### config.mk
export PLATFORM = sky130hd
export DESIGN_NAME = rtc_bcd_timekeeper_flat
export DESIGN_NICKNAME = d
export VERILOG_FILES = /design/src/rtl/rtc_bcd_timekeeper_pkg.sv /design/src/rtl/rtc_bcd_timekeeper_if.sv /design/src/rtl/rtc_bcd_timekeeper_bcd_wrap_counter.sv /design/src/rtl/rtc_bcd_timekeeper.sv /design/src/flat_wrapper.sv
export SDC_FILE = /design/constraint.sdc
export NUM_CORES = 1
export LEC_CHECK = 0
export ABC_AREA = 1
export BUFFER_PORTS_ARGS = -buffer_cell sky130_fd_sc_hd__buf_2
export CAP_MARGIN = 40
export CORE_AREA = 2 2 98 100
export CTS_CLUSTER_SIZE = 40
export DETAILED_ROUTE_END_ITERATION = 12
export DIE_AREA = 0 0 100 102
export PLACE_DENSITY_LB_ADDON = 0.08
export SLEW_MARGIN = 20
export SYNTH_ARGS = -nofsm -noshare
export SYNTH_HDL_FRONTEND = slang
export SYNTH_SLANG_ARGS = --single-unit
### constraint.sdc
create_clock -name CLK100MHZ -period 3 [get_ports CLK100MHZ]
set_input_delay 0.3 -clock CLK100MHZ [delete_from_list [all_inputs] [get_ports CLK100MHZ]]
set_output_delay 0.3 -clock CLK100MHZ [all_outputs]
set_load 0.01 [all_outputs]
### src/rtl/rtc_bcd_timekeeper_pkg.sv
// Shared types, limits and hour-format helpers for the BCD time-of-day counter.
package rtc_pkg;

    typedef logic [3:0] bcd_t;

    localparam int SEC_MAX     = 59;
    localparam int MIN_MAX     = 59;
    localparam int HOUR_MAX_24 = 23;
    localparam int HOUR_NOON   = 12;

    // Two-digit BCD hour (00-23) to binary.
    function automatic logic [4:0] hour_bin(input bcd_t tens, input bcd_t ones);
        hour_bin = 5'(tens) * 5'd10 + 5'(ones);
    endfunction

    // Internal 24-hour BCD hour to the displayed BCD digit pair.
    function automatic logic [7:0] hour_display(input bcd_t tens, input bcd_t ones,
                                                input logic mode_12h);
        logic [4:0] h;
        logic [4:0] d;
        h = hour_bin(tens, ones);
        d = h;
        if (mode_12h) begin
            if (h == 5'd0)
                d = 5'(HOUR_NOON);
            else if (h > 5'(HOUR_NOON))
                d = h - 5'(HOUR_NOON);
        end
        if (d >= 5'd20)
            hour_display = {4'd2, 4'(d - 5'd20)};
        else if (d >= 5'd10)
            hour_display = {4'd1, 4'(d - 5'd10)};
        else
            hour_display = {4'd0, 4'(d)};
    endfunction

endpackage

### src/rtl/rtc_bcd_timekeeper_if.sv
// Control/display bundle of the time-of-day counter.
// Alarm signals exist only when RTC_ALARM_EN is defined.
interface rtc_bcd_timekeeper_if #(
    parameter int SEC_W = 6
);
    import rtc_pkg::*;

    logic             mode_12h;
    logic             set_en;
    logic             set_sel;
    logic             inc;
    bcd_t             hours_tens;
    bcd_t             hours_ones;
    bcd_t             mins_tens;
    bcd_t             mins_ones;
    logic [SEC_W-1:0] secs;
    logic             pm;
    logic             sec_pulse;
`ifdef RTC_ALARM_EN
    logic [7:0]       alarm_hh;
    logic [7:0]       alarm_mm;
    logic             alarm_arm;
    logic             alarm_ack;
    logic             alarm;

    modport master (
        output mode_12h, set_en, set_sel, inc, alarm_hh, alarm_mm, alarm_arm, alarm_ack,
        input  hours_tens, hours_ones, mins_tens, mins_ones, secs, pm, sec_pulse, alarm
    );
    modport slave (
        input  mode_12h, set_en, set_sel, inc, alarm_hh, alarm_mm, alarm_arm, alarm_ack,
        output hours_tens, hours_ones, mins_tens, mins_ones, secs, pm, sec_pulse, alarm
    );
`else
    modport master (
        output mode_12h, set_en, set_sel, inc,
        input  hours_tens, hours_ones, mins_tens, mins_ones, secs, pm, sec_pulse
    );
    modport slave (
        input  mode_12h, set_en, set_sel, inc,
        output hours_tens, hours_ones, mins_tens, mins_ones, secs, pm, sec_pulse
    );
`endif

endinterface

### src/rtl/rtc_bcd_timekeeper_bcd_wrap_counter.sv
// Two-digit BCD counter 00..MAX with wrap, carry-out on wrap and synchronous clear.
module bcd_wrap_counter
    import rtc_pkg::*;
#(
    parameter int MAX = 59
) (
    input  logic clk,
    input  logic rst,
    input  logic clr,
    input  logic en,
    output bcd_t tens,
    output bcd_t ones,
    output logic carry
);
    localparam bcd_t MAX_T = bcd_t'(MAX / 10);
    localparam bcd_t MAX_O = bcd_t'(MAX % 10);

    logic at_max;

    assign at_max = (tens == MAX_T) && (ones == MAX_O);
    assign carry  = en && at_max;

    // Advance the digit pair, wrapping MAX back to 00.
    always_ff @(posedge clk) begin
        if (rst || clr) begin
            tens <= '0;
            ones <= '0;
        end else if (en) begin
            if (at_max) begin
                tens <= '0;
                ones <= '0;
            end else if (ones == 4'd9) begin
                tens <= tens + 4'd1;
                ones <= '0;
            end else begin
                ones <= ones + 4'd1;
            end
        end
    end

endmodule

### src/rtl/rtc_bcd_timekeeper.sv
// BCD time-of-day counter: 1 s prescaler, 24-hour internal HH:MM, binary SS,
// registered 12/24-hour display, manual set mode and seconds strobe.
// Optional alarm compare is built when RTC_ALARM_EN is defined.
module rtc_bcd_timekeeper
    import rtc_pkg::*;
#(
    parameter int DIV_COUNT = 100000000,
    parameter int SEC_W     = 6
) (
    input  logic                CLK100MHZ,
    input  logic                reset,
    rtc_bcd_timekeeper_if.slave bus
);
    localparam int            PW   = (DIV_COUNT > 1) ? $clog2(DIV_COUNT) : 1;
    localparam logic [PW-1:0] TERM = PW'(DIV_COUNT - 1);

    logic [PW-1:0] presc;
    logic          tick;
    logic          set_inc;
    logic [5:0]    ss;
    logic          ss_wrap;
    logic          mm_en;
    logic          mm_carry;
    logic          hh_en;
    logic          hh_carry_unused;
    bcd_t          mm_tens, mm_ones;
    bcd_t          hh_tens, hh_ones;
    logic          vld_p0;

    // Set mode suppresses the tick even when the prescaler sits at terminal count.
    assign tick    = !bus.set_en && (presc == TERM);
    assign set_inc = bus.set_en && bus.inc;
    assign ss_wrap = (ss == 6'(SEC_MAX));

    // Minutes advance on a seconds wrap or a set-mode minute pulse; only the
    // tick path may carry into hours.
    assign mm_en = (tick && ss_wrap) || (set_inc && !bus.set_sel);
    assign hh_en = (tick && mm_carry) || (set_inc && bus.set_sel);

    // Prescaler: free-runs 0..DIV_COUNT-1, parked at 0 during set mode.
    always_ff @(posedge CLK100MHZ) begin
        if (reset || bus.set_en || tick)
            presc <= '0;
        else
            presc <= presc + PW'(1);
    end

    // Binary seconds; any accepted set-mode pulse restarts the minute.
    always_ff @(posedge CLK100MHZ) begin
        if (reset || set_inc)
            ss <= '0;
        else if (tick)
            ss <= ss_wrap ? 6'd0 : ss + 6'd1;
    end

    bcd_wrap_counter #(.MAX(MIN_MAX)) u_mm (
        .clk   (CLK100MHZ),
        .rst   (reset),
        .clr   (1'b0),
        .en    (mm_en),
        .tens  (mm_tens),
        .ones  (mm_ones),
        .carry (mm_carry)
    );

    bcd_wrap_counter #(.MAX(HOUR_MAX_24)) u_hh (
        .clk   (CLK100MHZ),
        .rst   (reset),
        .clr   (1'b0),
        .en    (hh_en),
        .tens  (hh_tens),
        .ones  (hh_ones),
        .carry (hh_carry_unused)
    );

    // ---- stage p0 -> p1: output register, strobe delayed to align with new secs ----
    always_ff @(posedge CLK100MHZ) begin
        if (reset) begin
            vld_p0                           <= 1'b0;
            {bus.hours_tens, bus.hours_ones} <= '0;
            bus.mins_tens                    <= '0;
            bus.mins_ones                    <= '0;
            bus.secs                         <= '0;
            bus.pm                           <= 1'b0;
            bus.sec_pulse                    <= 1'b0;
        end else begin
            vld_p0                           <= tick;
            {bus.hours_tens, bus.hours_ones} <= hour_display(hh_tens, hh_ones, bus.mode_12h);
            bus.mins_tens                    <= mm_tens;
            bus.mins_ones                    <= mm_ones;
            bus.secs                         <= SEC_W'(ss);
            bus.pm                           <= (hour_bin(hh_tens, hh_ones) >= 5'(HOUR_NOON));
            bus.sec_pulse                    <= vld_p0;
        end
    end

`ifdef RTC_ALARM_EN
    logic alarm_match;

    assign alarm_match = ({hh_tens, hh_ones} == bus.alarm_hh) &&
                         ({mm_tens, mm_ones} == bus.alarm_mm) && (ss == 6'd0);

    // Alarm latches on the tick that lands on HH:MM:00; ack or disarm clears it first.
    always_ff @(posedge CLK100MHZ) begin
        if (reset || bus.alarm_ack || !bus.alarm_arm)
            bus.alarm <= 1'b0;
        else if (vld_p0 && alarm_match && !bus.set_en)
            bus.alarm <= 1'b1;
    end
`endif

endmodule

### src/flat_wrapper.sv
// flat-port wrapper written by rule: the top's interface ports become plain ports
module rtc_bcd_timekeeper_flat import rtc_pkg::*;
#(
    parameter int DIV_COUNT = 100000000,
    parameter int SEC_W     = 6
)
  (CLK100MHZ, reset, bus_mode_12h, bus_set_en, bus_set_sel, bus_inc, bus_hours_tens, bus_hours_ones, bus_mins_tens, bus_mins_ones, bus_secs, bus_pm, bus_sec_pulse);
  rtc_bcd_timekeeper_if #(.SEC_W(SEC_W)) bus_i ();
  input  logic CLK100MHZ;
  input  logic reset;
  input wire logic [$bits(bus_i.mode_12h)-1:0] bus_mode_12h;
  input wire logic [$bits(bus_i.set_en)-1:0] bus_set_en;
  input wire logic [$bits(bus_i.set_sel)-1:0] bus_set_sel;
  input wire logic [$bits(bus_i.inc)-1:0] bus_inc;
  output wire logic [$bits(bus_i.hours_tens)-1:0] bus_hours_tens;
  output wire logic [$bits(bus_i.hours_ones)-1:0] bus_hours_ones;
  output wire logic [$bits(bus_i.mins_tens)-1:0] bus_mins_tens;
  output wire logic [$bits(bus_i.mins_ones)-1:0] bus_mins_ones;
  output wire logic [$bits(bus_i.secs)-1:0] bus_secs;
  output wire logic [$bits(bus_i.pm)-1:0] bus_pm;
  output wire logic [$bits(bus_i.sec_pulse)-1:0] bus_sec_pulse;
  assign bus_i.mode_12h = bus_mode_12h;
  assign bus_i.set_en = bus_set_en;
  assign bus_i.set_sel = bus_set_sel;
  assign bus_i.inc = bus_inc;
  assign bus_hours_tens = bus_i.hours_tens;
  assign bus_hours_ones = bus_i.hours_ones;
  assign bus_mins_tens = bus_i.mins_tens;
  assign bus_mins_ones = bus_i.mins_ones;
  assign bus_secs = bus_i.secs;
  assign bus_pm = bus_i.pm;
  assign bus_sec_pulse = bus_i.sec_pulse;
  rtc_bcd_timekeeper #(.DIV_COUNT(DIV_COUNT), .SEC_W(SEC_W)) u_core (.CLK100MHZ(CLK100MHZ), .reset(reset), .bus(bus_i));
endmodule
# Word level (Yosys, flattened, before mapping)
# Cells that the tools add are included.
dict set report totals {
  elab_cells 74
  latch_bits 0
  mem_count 0
  ff_bits 74
  rom_bits 0
  ramBits 0
  out_inout_bits 24
}
dict set report classes {
  div 0
  magnitude_cmp 4
  n_reduce_logical 22
  n_addsub 10
  shifts 0
  eq_ne 7
  n_bitwise 0
  multipliers 1
  muxes 15
}
# cell n
set ops {}
lappend ops {{$mux W4} 8}
lappend ops {{$add A27 B1 Y27 const B} 1}
lappend ops {{$eq A27 B27 Y1 const B} 1}
lappend ops {{$mux W5} 5}
lappend ops {{$add A4 B1 Y4 const B} 4}
lappend ops {{$mux W6} 2}
lappend ops {{$ge A5 B4 Y1 const B} 2}
lappend ops {{$logic_and A1 B1 Y1} 9}
lappend ops {{$eq A4 B2 Y1 const B} 2}
lappend ops {{$eq A4 B4 Y1 const B} 2}
lappend ops {{$add A6 B1 Y6 const B} 1}
lappend ops {{$eq A6 B6 Y1 const B} 1}
lappend ops {{$add A5 B4 Y5} 1}
lappend ops {{$ge A5 B5 Y1 const B} 1}
lappend ops {{$gt A5 B4 Y1 const B} 1}
lappend ops {{$logic_not A5 Y1} 1}
lappend ops {{$logic_or A1 B1 Y1} 5}
lappend ops {{$sub A5 B4 Y5 const B} 1}
lappend ops {{$eq A4 B3 Y1 const B} 1}
lappend ops {{$mul A4 B3 Y4 const B} 1}
lappend ops {{$reduce_and A2 Y1} 2}
lappend ops {{$reduce_bool A2 Y1} 2}
lappend ops {{$sub A4 B3 Y4 const B} 1}
lappend ops {{$sub A4 B4 Y4 const B} 1}
lappend ops {{other kinds (2)} 3}

# Depth between registers and ports, before layout
# Gate-level depths: netlist of the first run.
dict set report depth {
  depth_word 10
  depth_mapped 21
  ltp_nobuf 21
}

# By module
# From an unflattened synthesis of the first run, not the netlist that was laid out.
dict set report unflattened {
  hier_cells 500
  hier_area_um2 3846.2
}
# mod instances area_each_um2 cells_each
set by_module_without_submodules {}
lappend by_module_without_submodules {rtc_bcd_timekeeper 1 2915.3 371}
lappend by_module_without_submodules {{bcd_wrap_counter at u_core.u_hh} 1 503.0 68}
lappend by_module_without_submodules {{bcd_wrap_counter at u_core.u_mm} 1 427.9 61}

# Worst setup path after synthesis of the first run
# Ideal clock, no wire load.
dict set report synth_path {
  kind {register to register}
  from {reg u_core.u_hh.tens[0]}
  to {reg u_core.bus.hours_ones[2]}
  arrival_time_ps 2741
  n_path_buf 0
  setup_slack_ps 147
  setup_ps 112
  path_stages_with_launch 21
  path_cell_list {dfxtp_1 > ha_1 > ha_1 > xor2_1 > ha_1 > inv_1 > nor2_1 > o21ai_2 > nand3_1 > nand2_1 > nand2_1 > inv_1 > ha_1 > nand3_1 > inv_1 > nor3_1 > nand2_1 > nand2_1 > o21ai_0 > nand2_1 > nand2_1}
}
dict set report synth_between {
  elab_chain_len 10
}
# element line_no
set synth_lines {}
lappend synth_lines {{start, declared} rtc_bcd_timekeeper_bcd_wrap_counter.sv:11} ;# output bcd_t tens,
lappend synth_lines {{start signal, assigned} rtc_bcd_timekeeper_bcd_wrap_counter.sv:33} ;# tens <= tens + 4'd1;
lappend synth_lines {{$mul A4 B3 Y4 *} rtc_bcd_timekeeper_pkg.sv:13} ;# hour_bin = 5'(tens) * 5'd10 + 5'(ones);
lappend synth_lines {{$add A5 B4 Y5 *} rtc_bcd_timekeeper_pkg.sv:13}
lappend synth_lines {{$sub A5 B4 Y5 / $gt A5 B4 Y1 (equally long branches)} {rtc_bcd_timekeeper_pkg.sv:27, rtc_bcd_timekeeper_pkg.sv:26}}
lappend synth_lines {{$mux W5} rtc_bcd_timekeeper_pkg.sv:26} ;# else if (h > 5'(HOUR_NOON))
lappend synth_lines {{$mux W5} rtc_bcd_timekeeper_pkg.sv:24} ;# if (h == 5'd0)
lappend synth_lines {{$mux W5 *} rtc_bcd_timekeeper_pkg.sv:23} ;# if (mode_12h) begin
lappend synth_lines {{$mux W5 *} rtc_bcd_timekeeper.sv:78} ;# if (reset) begin
lappend synth_lines {{$sub A4 B4 Y4 / $ge A5 B4 Y1 (equally long branches)} {rtc_bcd_timekeeper_pkg.sv:32, rtc_bcd_timekeeper_pkg.sv:31}}
lappend synth_lines {{$mux W5} rtc_bcd_timekeeper_pkg.sv:31} ;# else if (d >= 5'd10)
lappend synth_lines {{$mux W6 *} rtc_bcd_timekeeper_pkg.sv:29} ;# if (d >= 5'd20)
lappend synth_lines {{end signal, assigned} rtc_bcd_timekeeper.sv:88} ;# {bus.hours_tens, bus.hours_ones} <= hour_display(hh_tens, hh_ones, bus.mode_12h);
lappend synth_lines {{end, declared} rtc_bcd_timekeeper_if.sv:41} ;# output hours_tens, hours_ones, mins_tens, mins_ones, secs, pm, sec_pulse
# Every way passes the cells marked *; elsewhere a longest branch is shown, timed or not. The select of a mux whose other input is x is not followed.
# A chain may end at the register's enable or synchronous reset.

# Worst setup path in the final report of the first run
# Ends and elaborated chain as after synthesis.

==> results of run 1 <==
==> logic make-up (layout without fill, tap and decap cells) <==
logic type               count (synthesis)  after routing  synth area share
flip-flops                              72             72             0.400
XOR/XNOR                                18             18            0.0437
other                                    1              2           0.00104
adder cells (fa/ha/maj)                 18             18            0.0645
AO/OA/AOI/OAI                           43             43            0.0683
AND/OR/NAND/NOR                        254            254             0.332
buffers and inverters                   83            129            0.0909
==> per-layer routing <==
layer  up-vias  GRT usage  wire length (um)
li1       1645          -                 -
met1      1377      0.210              3780
met2        40      0.249              3260
met3        10     0.0363               243
met4         0     0.0474                96
met5         -          0                 0
==> metrics by stage <==
| stage | util | hold slack (ps) |
|---|---|---|
| floorplan | - | 388 |
| global placement | 0.429 | 391 |
| detailed placement | 0.429 | 394 |
| CTS | 0.462 | 350 |
| global route | 0.469 | 414 |
| finish | 0.469 | 355 |
==> cells in the mapped netlist (2+ instances only) <==
| master | count | share of area |
|---|---|---|
| xnor2_1 | 4 | 0.0097 |
| dfxtp_1 | 72 | 0.40 |
| o21ai_2 | 2 | 0.0049 |
| buf_4 | 4 | 0.0083 |
| clkbuf_1 | 3 | 0.0031 |
| nand2_1 | 90 | 0.094 |
| or2_2 | 3 | 0.0052 |
| nand2_4 | 2 | 0.0062 |
| nor2_2 | 6 | 0.010 |
| ha_1 | 17 | 0.059 |
| xor2_1 | 14 | 0.034 |
| a31oi_1 | 2 | 0.0035 |
| nand3_1 | 29 | 0.040 |
| o21ai_0 | 14 | 0.019 |
| nand3b_1 | 3 | 0.0062 |
| nor2_1 | 69 | 0.072 |
| inv_1 | 74 | 0.077 |
| a21oi_1 | 20 | 0.028 |
| nand3_2 | 5 | 0.014 |
| nand2_2 | 3 | 0.0052 |
| nor3b_1 | 5 | 0.010 |
| nor4_1 | 6 | 0.010 |
| nand4_1 | 12 | 0.021 |
| nor3_1 | 16 | 0.022 |
==> final timing paths <==
| check | start | to |
|---|---|---|
| worst max-delay path | u_core.u_hh.tens[0] | u_core.bus.hours_ones[2] |
| worst min-delay path | bus_inc | u_core.ss[1] |
| worst max register to register | u_core.u_hh.tens[0] | u_core.bus.hours_ones[2] |
| worst min register to register | u_core.vld_p0 | u_core.bus.sec_pulse |
==> cell type report <==
cell class                      count  area, um2  area share
Clock inverter                      7        168      0.0393
Clock buffer                        9        124      0.0290
Multi-Input combinational cell    335       1900       0.445
Inverter                           76        287      0.0671
Sequential cell                    72       1440       0.338
Timing Repair Buffer               37        210      0.0492
Tap cell                          111        139      0.0325
==> worst max-delay path, delay by kind of cell, from the launching register on <==
family / cells / cell delay (ps)
buffers and inverters: 3 / 170
xor gates and xnor gates: 1 / 210
AOI/OAI and AO/OA: 2 / 130
DFF: 1 / 340
adders and majority gates: 4 / 980
and+or+nand+nor: 10 / 840
==> what timing repair did <==
item / in CTS / in global routing
setup buffers: 0 / 1
gates resized for setup: 1 / 14
endpoints found under the setup margin: 2 / 4
pin swaps: 0 / 8
gates cloned: 0 / 0
==> state kept, by name, indices dropped and copies added (netlist names), 2 cells and up <==
register / count
u_core.presc: 27
u_core.bus.secs: 6
u_core.ss: 6
u_core.bus.hours_ones: 4
u_core.bus.mins_ones: 4
u_core.bus.mins_tens: 4
u_core.u_hh.ones: 4
u_core.u_hh.tens: 4
u_core.u_mm.ones: 4
u_core.u_mm.tens: 4
u_core.bus.hours_tens: 2
==> power by group <==
group	leakage (nW)	switching, W	internal [W]
registers	0.582	0.00000430	0.000964
logic	1.02	0.0000614	0.0000300
clock network	0.144	0.000382	0.000724
total	1.74	0.000447	0.00172
==> layout by cell type (no fill, tap or decap), drive strengths merged <==
| cell type | instances |
|---|---|
| a211oi | 1 |
| a21oi | 20 |
| a31oi | 2 |
| buf | 37 |
| bufinv | 5 |
| clkbuf | 9 |
| clkinv | 3 |
| conb | 2 |
| dfxtp | 72 |
| fa | 1 |
| ha | 17 |
| inv | 75 |
| nand2 | 95 |
| nand3 | 34 |
| nand3b | 3 |
| nand4 | 12 |
| nor2 | 76 |
| nor3 | 17 |
| nor3b | 6 |
| nor4 | 7 |
| o2111ai | 1 |
| o21ai | 17 |
| o21bai | 1 |
| o22ai | 1 |
| or2 | 4 |
| xnor2 | 4 |
| xor2 | 14 |
==> summary.txt, run 1 <==
Global routing
  – GRT Overall Usage: 0.155
  – Grt ovf: 0
  – First-pass GRT wire length: 12900 um
  – Vias in the first global route: 2823
  – Largest net degree at the start of global routing: 28
  – Initial antenna violation count: 0

Synth
  – FFs w/ async S/R, synth: 0
  – Number of synthesized flops with an enable pin: 0
  – Synth Register Bits: 72
  – Cell Area, Synth: 3610 um2
  – Sequential-to-total area share from yosys stat: 0.400
  – Post-Syn Area per Cell: approximately 7.4 um2
  – Cell count after synthesis: 489
  – Post-synth cell types: 38
  – Yosys warns: 0
  – Ys flop type: dfxtp_1

Layout
  – Area growth from synthesis to final layout: 18.4%
  – Final net count: between 500 and 600
  – Antenna diode count: 0
  – Design area: 4270 um2
  – Cell Count, Final, Fillers Out: 647
  – Share of cells above drive strength 1: 0.177
  – Fill count: between 900 and 1000

Floorplanning
  – Row cnt: 35
  – Die Area: ~10000 um2
  – Ports: 30
  – Die Y: ~100 um
  – Core area: slightly above 9000 um2
  – Die X: ~100 um
  – Initial core utilization: 0.396

Critical path
  – Critical Path End Type: flop
  – Most common cell on crit path: nand2_1
  – Crit start category: flop
  – Crit Path Max Fanout: 4
  – R2R cell count: 20
  – Setup slack, reg-to-reg: around 230 ps
  – WS Path Type: flop to flop
  – Worst path cell trace: ha_2 -> fa_2 -> xor2_4 -> ha_2 -> inv_1 -> nor2_2 -> o21ai_2 -> nand3_1 -> nand2_1 -> nand2_1 -> inv_1 -> ha_2 -> nand3_2 -> inv_1 -> nor3_2 -> nand2_2 -> nand2_1 -> o21ai_1 -> nand2_1 -> nand2_1
  – Worst path arrival time: 3010 ps
  – Worst path required time: between 3000 and 4000 ps
  – Worst path slowest cell: fa_2
  – Crit path largest cell delay: 430 ps

Placement
  – DP Cell Count: 630
  – Port Buf Inserts: 27
  – Routability congestion estimate: 0.850
  – Dpl ws: -28.2 ps
  – Hpwl dp: roughly 5400 um
  – Post-DP Area: 3910 um2

Timing
  – Worst slew pin tran: ~570 ps
  – Clock Skew: just under 9 ps
  – Setup TNS Final: 0 ps
  – Slew Viols, Final: 0
  – Minimum clock period: 2770 ps
  – Fin. Hold Viols: 0
  – Worst setup margin: approximately 230 ps
  – FMAX: between 300 and 400 MHz
  – Final critical-path share of the clock period: 0.925
  – Final setup violation count: 0
  – Slew headroom: 0.619

Hold path
  – Hold path cells: 6
  – Hold Crit Class: input port to flop

Clock tree
  – Max H-tree Level: 3
  – CTS buffer count: 9
  – CTS tree: done
  – CTS Hold Bufs: 0
  – # clock sinks: 72
  – Clk pin slew, worst setup/hold paths: around 80 ps
  – Clock root buffer master: clkbuf_8
  – CTS Buffer Depth: 2
  – Worst skew pair latency: between 300 and 400 ps

Detailed routing
  – Wire length per cell: approximately 11 um
  – Vias per inst: ~4.7
  – DRC viols: 0
  – TritonRoute pass-1 iters: 4
  – Starting DRT DRC Count: 115
  – Via count: between 3000 and 4000
  – Number of routed nets with antenna violations: 0
  – Routed WL: about 7400 um

Power and ir drop
  – PwrDens: approximately 510 nW/um2
  – Power Total: 0.00216 W
  – Maximum VDD drop: a little under 0.0003 V
  – LEAKAGE: approximately 1.7 nW

Status
  – Status: finished clean

Job
  – MaxCap Viol Count: 0
No activity file was read; power rests on OpenSTA's default activity.
==> run 2: changes to the inputs <==
Settings changed: CORE_AREA 2 2 98 100 to 2 2 126 79, DIE_AREA 0 0 100 102 to 0 0 128 81.
==> summary.txt, run 2 (same netlist as run 1, synthesis figures left out) <==
Detailed routing
  – Wire length per cell: 11.7 um (+2.8%)
  – M1 wire length: 4360 um (+16%)
  – Starting DRT DRC Count: 193 (+68%)
  – Vias per inst: 4.70 (-0.92%)
  – Met3 wire length: 299 um (+23%)
  – Number of routed nets with antenna violations: 0 (unchanged)
  – Uppermost layer routed: met4
  – Metal2 WL: 2960 um (-9.1%)
  – Routed WL: 7690 um (+4.2%)
  – Via count: 3086 (+0.46%)
  – DRC viols: 0 (unchanged)
  – TritonRoute pass-1 iters: 4 (unchanged)

Timing
  – Slew Viols, Final: 0 (unchanged)
  – Slew headroom: 0.608 (-0.0111)
  – Clock Skew: 4.06 ps (-4.73 ps)
  – Final critical-path share of the clock period: 0.950 (+0.0256)
  – Setup TNS Final: 0 ps (unchanged)
  – Minimum clock period: 2850 ps (+76.7 ps)
  – FMAX: 351 MHz (-2.7%)
  – Worst slew pin tran: 587 ps (+16.6 ps)
  – Final setup violation count: 0 (unchanged)
  – Fin. Hold Viols: 0 (unchanged)

Layout
  – Most frequent cells in the layout: nand2_1 (90), inv_1 (74), dfxtp_1 (72)
  – Top reg by flops: u_core.presc
  – Commonest non-fill, non-tap cell in the layout: nand2_1
  – Antenna diode count: 0 (unchanged)
  – Largest regs: u_core.presc (27), u_core.bus.secs (6), u_core.ss (6)
  – Area growth from synthesis to final layout: 19.1%
  – Cell Count, Final, Fillers Out: 656 (+1.4%)
  – Share of cells above drive strength 1: 0.166 (-0.0112)
  – Largest register FFs: 27 (unchanged)
  – Final net count: 556 (+0.18%)

Placement
  – Port Buf Inserts: 27 (unchanged)
  – Hpwl dp: 5680 um (+4.4%)
  – Routability congestion estimate: 0.863 (+1.6%)
  – DP Cell Count: 641 (+1.7%)

Clock tree
  – # clock sinks: 72 (unchanged)
  – Post-CTS setup buffers: 0 (unchanged)
  – CTS tree: done
  – CTS Buffer Depth: 2 (unchanged)
  – CTS Hold Bufs: 0 (unchanged)
  – Clk pin slew, worst setup/hold paths: 60 ps (-20 ps)
  – CTS buffer count: 9 (unchanged)
  – Max H-tree Level: 3 (unchanged)
  – Worst skew pair latency: 330 ps (about the same)
  – Clock root buffer master: clkbuf_16

Global routing
  – GRT Overall Usage: 0.160 (+0.00402)
  – Largest net degree at the start of global routing: 28 (unchanged)
  – Initial antenna violation count: 0 (unchanged)
  – Vias in the first global route: 2723 (-3.5%)
  – Grt ovf: 0 (unchanged)
  – First-pass GRT wire length: 13000 um (+1.1%)

Critical path
  – Setup slack, reg-to-reg: 150 ps (-80 ps)
  – Worst path required time: 3220 ps (-20 ps)
  – Critical Path End Type: flop
  – Crit Path Max Fanout: 4 (unchanged)
  – Worst path arrival time: 3070 ps (+60 ps)
  – Crit start category: flop
  – WS Path Type: flop to flop

Floorplanning
  – Die Y: 81 um (-21%)
  – Ports: 30 (unchanged)
  – Core area: 9390 um2 (+3.1%)
  – Row cnt: 28 (-20%)
  – Die X: 128 um (+28%)
  – Die Area: 10400 um2 (+1.6%)
  – Initial core utilization: 0.384 (-0.0118)

Power and ir drop
  – LEAKAGE: 1.76 nW (+0.83%)
  – PwrDens: 501 nW/um2 (-1.1%)
  – Maximum VDD drop: 0.000235 V (-20%)

Job
  – MaxCap Viol Count: 0 (unchanged)

Hold path
  – Hold Crit Class: input port to flop

Status
  – Status: finished clean
[run 2: cell types whose count changed in the layout (fill, tap and decap cells not counted), moves of 3 or more]
cell and change:
nand2_2 -3, clkbuf_16 +9, clkbuf_8 -6, bufinv_16 -4
[run 2: final timing paths]
check	from	to	cells after the start
worst min register to register	u_core.vld_p0	u_core.bus.sec_pulse	2
worst max register to register	u_core.u_hh.tens[0]	u_core.bus.hours_ones[2]	20
worst max-delay path	u_core.u_hh.tens[0]	u_core.bus.hours_ones[2]	20
worst min-delay path	bus_inc	u_core.ss[1]	6
[run 2: repair_timing]
| action | CTS | global route |
|---|---|---|
| gates resized for setup | 2 | 8 |
| gates cloned | 0 | 0 |
| endpoints found under the setup margin | 2 | 2 |
| pin swaps | 0 | 6 |
[run 2: report_power, final]
group / switching, W / internal, W
Combinational: 0.0000612 / 0.0000294
Clock: 0.000389 / 0.000704
Sequential: 0.00000461 / 0.000966
[run 2: critical path, stage by stage, from the launching register on]
cell and delay, ps:
dfxtp_1 330, ha_2 200, fa_2 400, xor2_4 210
ha_2 200, inv_1 60, nor2_2 120, o21ai_2 80
nand3_1 70, nand2_1 70, nand2_1 80, inv_1 60
ha_1 170, nand3_1 100, inv_1 60, nor3_2 150
nand2_1 130, nand2_1 80, o21ai_1 60, nand2_1 60
nand2_1 40
[run 2: area by class of cell]
cell class	count	area (um2)
Clock buffer	12	267
Clock inverter	3	40.0
Fill cell	971	5090
Inverter	76	287
Multi-Input combinational cell	335	1890
Sequential cell	72	1440
Tap cell	120	150
Timing Repair Buffer	38	218
[run 2: metal layers]
layer	track usage	vias up
met5	0	-
met4	0.0495	0
met3	0.0455	4
met2	0.223	56
met1	0.235	1386
li1	-	1640
[run 2: metrics by stage]
stage,util,worst slack (ps),hold slack (ps),area [um2],power [W]
global placement,0.419,26.3,400,3940,0.00108
detailed placement,0.419,-19.4,399,3940,0.00108
CTS,0.453,65.6,385,4260,0.00219
floorplan,-,147,388,3610,0.00105
finish,0.457,150,396,4300,0.00215
global route,0.457,-30.7,438,4300,0.00223
==> run 3: changes to the inputs <==
Settings changed: CORE_AREA 2 2 126 79 to 2 2 130 81, DIE_AREA 0 0 128 81 to 0 0 132 83, SYNTH_HIERARCHICAL from default to 1.
==> summary.txt, run 3 <==
Status
  – Status: finished clean

Global routing
  – Grt ovf: 0 (unchanged)
  – GRT Overall Usage: 0.151 (-0.00838)
  – Largest net degree at the start of global routing: 28 (unchanged)
  – First-pass GRT wire length: 13300 um (+2.4%)
  – Initial antenna violation count: 0 (unchanged)
  – Vias in the first global route: 2773 (+1.8%)

Floorplanning
  – Die Area: 11000 um2 (+5.7%)
  – Ports: 30 (unchanged)
  – Die X: 132 um (+3.1%)
  – Core area: 9700 um2 (+3.4%)
  – Initial core utilization: 0.396 (+0.0118)
  – Row cnt: 28 (unchanged)
  – Die Y: 83 um (+2.5%)

Critical path
  – Worst path required time: 3220 ps (about the same)
  – Worst reg2reg startpoint: u_core/u_hh/tens[0]
  – R2R cell count: 20 (unchanged)
  – WS Path Type: flop to flop
  – Critical Path End Type: flop
  – FF-to-FF End: u_core/bus.hours_ones[3]
  – Worst path arrival time: 3060 ps (about the same)
  – Crit Path Max Fanout: 6 (+2)
  – Setup slack, reg-to-reg: 160 ps (about the same)
  – Crit start category: flop

Detailed routing
  – TritonRoute pass-1 iters: 5 (+1)
  – Met3 wire length: 475 um (+59%)
  – Uppermost layer routed: met4
  – Routed WL: 8130 um (+5.8%)
  – Wire length per cell: 11.9 um (+1.9%)
  – Metal2 WL: 3190 um (+7.5%)
  – DRC viols: 0 (unchanged)
  – M1 wire length: 4400 um (+0.85%)
  – Starting DRT DRC Count: 185 (-4.1%)
  – Vias per inst: 4.70 (about the same)
  – Via count: 3202 (+3.8%)
  – Number of routed nets with antenna violations: 0 (unchanged)

Layout
  – Antenna diode count: 0 (unchanged)
  – Share of cells above drive strength 1: 0.236 (+0.0702)
  – Final net count: 568 (+2.2%)
  – Design area: 4540 um2 (+5.8%)
  – Commonest non-fill, non-tap cell in the layout: nand2_1
  – Largest regs: u_core/presc (27), u_core/bus.secs (6), u_core/ss (6)
  – Largest register FFs: 27 (unchanged)
  – Area growth from synthesis to final layout: 18.2%
  – Top reg by flops: u_core/presc
  – Most frequent cells in the layout: nand2_1 (86), inv_1 (75), dfxtp_1 (70)

Placement
  – Routability congestion estimate: 0.831 (-3.7%)
  – Port Buf Inserts: 27 (unchanged)
  – Hpwl dp: 5960 um (+5.0%)
  – Post-DP Area: 4140 um2 (+5.1%)

Synth
  – Yosys warns: 6 (+6)
  – Cell Area, Synth: 3840 um2 (+6.5%)
  – Post-Syn Area per Cell: 7.70 um2 (+4.4%)
  – Cell count after synthesis: 499 (+2.0%)

Clock tree
  – CTS Hold Bufs: 0 (unchanged)
  – CTS tree: done
  – Clk pin slew, worst setup/hold paths: 60 ps (about the same)
  – Clock root buffer master: clkbuf_16
  – CTS Buffer Depth: 2 (unchanged)
  – # clock sinks: 72 (unchanged)
  – CTS buffer count: 9 (unchanged)
  – Max H-tree Level: 3 (unchanged)
  – Worst skew pair latency: 330 ps (about the same)

Power and ir drop
  – LEAKAGE: 1.96 nW (+11%)
  – Power Total: 0.00204 W (-5.5%)
  – Maximum VDD drop: 0.000278 V (+18%)
  – PwrDens: 448 nW/um2 (-11%)

Timing
  – Final critical-path share of the clock period: 0.947 (-0.00296)
  – RSZ-0062 raised after global routing: no
  – FMAX: 352 MHz (+0.31%)
  – Setup TNS Final: 0 ps (unchanged)
  – Minimum clock period: 2840 ps (-8.88 ps)
  – Slew Viols, Final: 0 (unchanged)
  – Clock Skew: 7.36 ps (+3.30 ps)
  – Fin. Hold Viols: 0 (unchanged)
  – Final setup violation count: 0 (unchanged)

Hold path
  – End of the worst hold path: u_core/ss[2]
  – Hold Crit Class: input port to flop
  – Hold path cells: 4 (-2)
  – Min-delay src: bus_inc

Job
  – MaxCap Viol Count: 0 (unchanged)
-- run 3: cell type report --
class | count | area, um2
Multi-Input combinational cell | 337 | 2100
Tap cell | 135 | 169
Inverter | 82 | 314
Fill cell | 983 | 5160
Clock buffer | 10 | 239
Timing Repair Buffer | 40 | 236
Sequential cell | 72 | 1450
Clock inverter | 5 | 33.8
-- run 3: what timing repair did --
item,CTS,global route
resized for setup,2,23
pin swaps,1,12
setup buffers,0,5
setup endpoints to repair,3,12
-- run 3: per-stage QoR --
step | hold WS (ps) | cells | setup WS (ps) | utilization
global route | 283 | 681 | 13.2 | 0.468
CTS | 265 | 676 | 18.4 | 0.455
finish | 275 | 681 | 159 | 0.468
global placement | 407 | 661 | 113 | 0.427
detailed placement | 406 | 661 | -33.1 | 0.427
floorplan | 372 | 502 | 146 | -
-- run 3: worst max path at each step --
stage	slack (ps)	start	cells after the start	to
finish	160	u_core/u_hh/tens[0]	20	u_core/bus.hours_ones[3]
global route	10	u_core/presc[0]	16	u_core/u_hh/tens[2]
CTS	20	u_core/u_hh/tens[0]	18	u_core/bus.hours_ones[1]
detailed placement	-30	u_core/u_hh/tens[0]	20	u_core/bus.hours_ones[1]
global placement	110	u_core/u_hh/tens[0]	20	u_core/bus.hours_ones[1]
floorplan	150	u_core/u_hh/tens[2]	20	u_core/bus.hours_ones[1]
-- run 3: worst max-delay path: stages, from the launching register on --
cell and delay, ps:
dfxtp_4 380, ha_4 170, fa_2 400, xnor2_4 160, buf_6 120, buf_4 130
ha_1 170, inv_1 60, nor2_2 30, nand2_2 90, nand2_4 50, nand3b_4 170
nand2_4 90, ha_1 140, inv_1 40, nor2_1 100, nor2_1 60, nand2_2 90
nand2_4 80, nand4_1 140, nand2_1 60
-- run 3: routing by layer --
| layer | vias up | track usage |
|---|---|---|
| met5 | - | 0 |
| met4 | 0 | 0.0445 |
| met3 | 9 | 0.0464 |
| met2 | 84 | 0.206 |
| met1 | 1438 | 0.224 |
| li1 | 1671 | - |
-- run 3: report_power, final --
group | switching (W) | internal (W) | leakage (nW)
logic | 0.0000586 | 0.0000296 | 1.25
clock network | 0.000407 | 0.000575 | 0.130
registers | 0.00000398 | 0.000962 | 0.582
total | 0.000469 | 0.00157 | 1.96
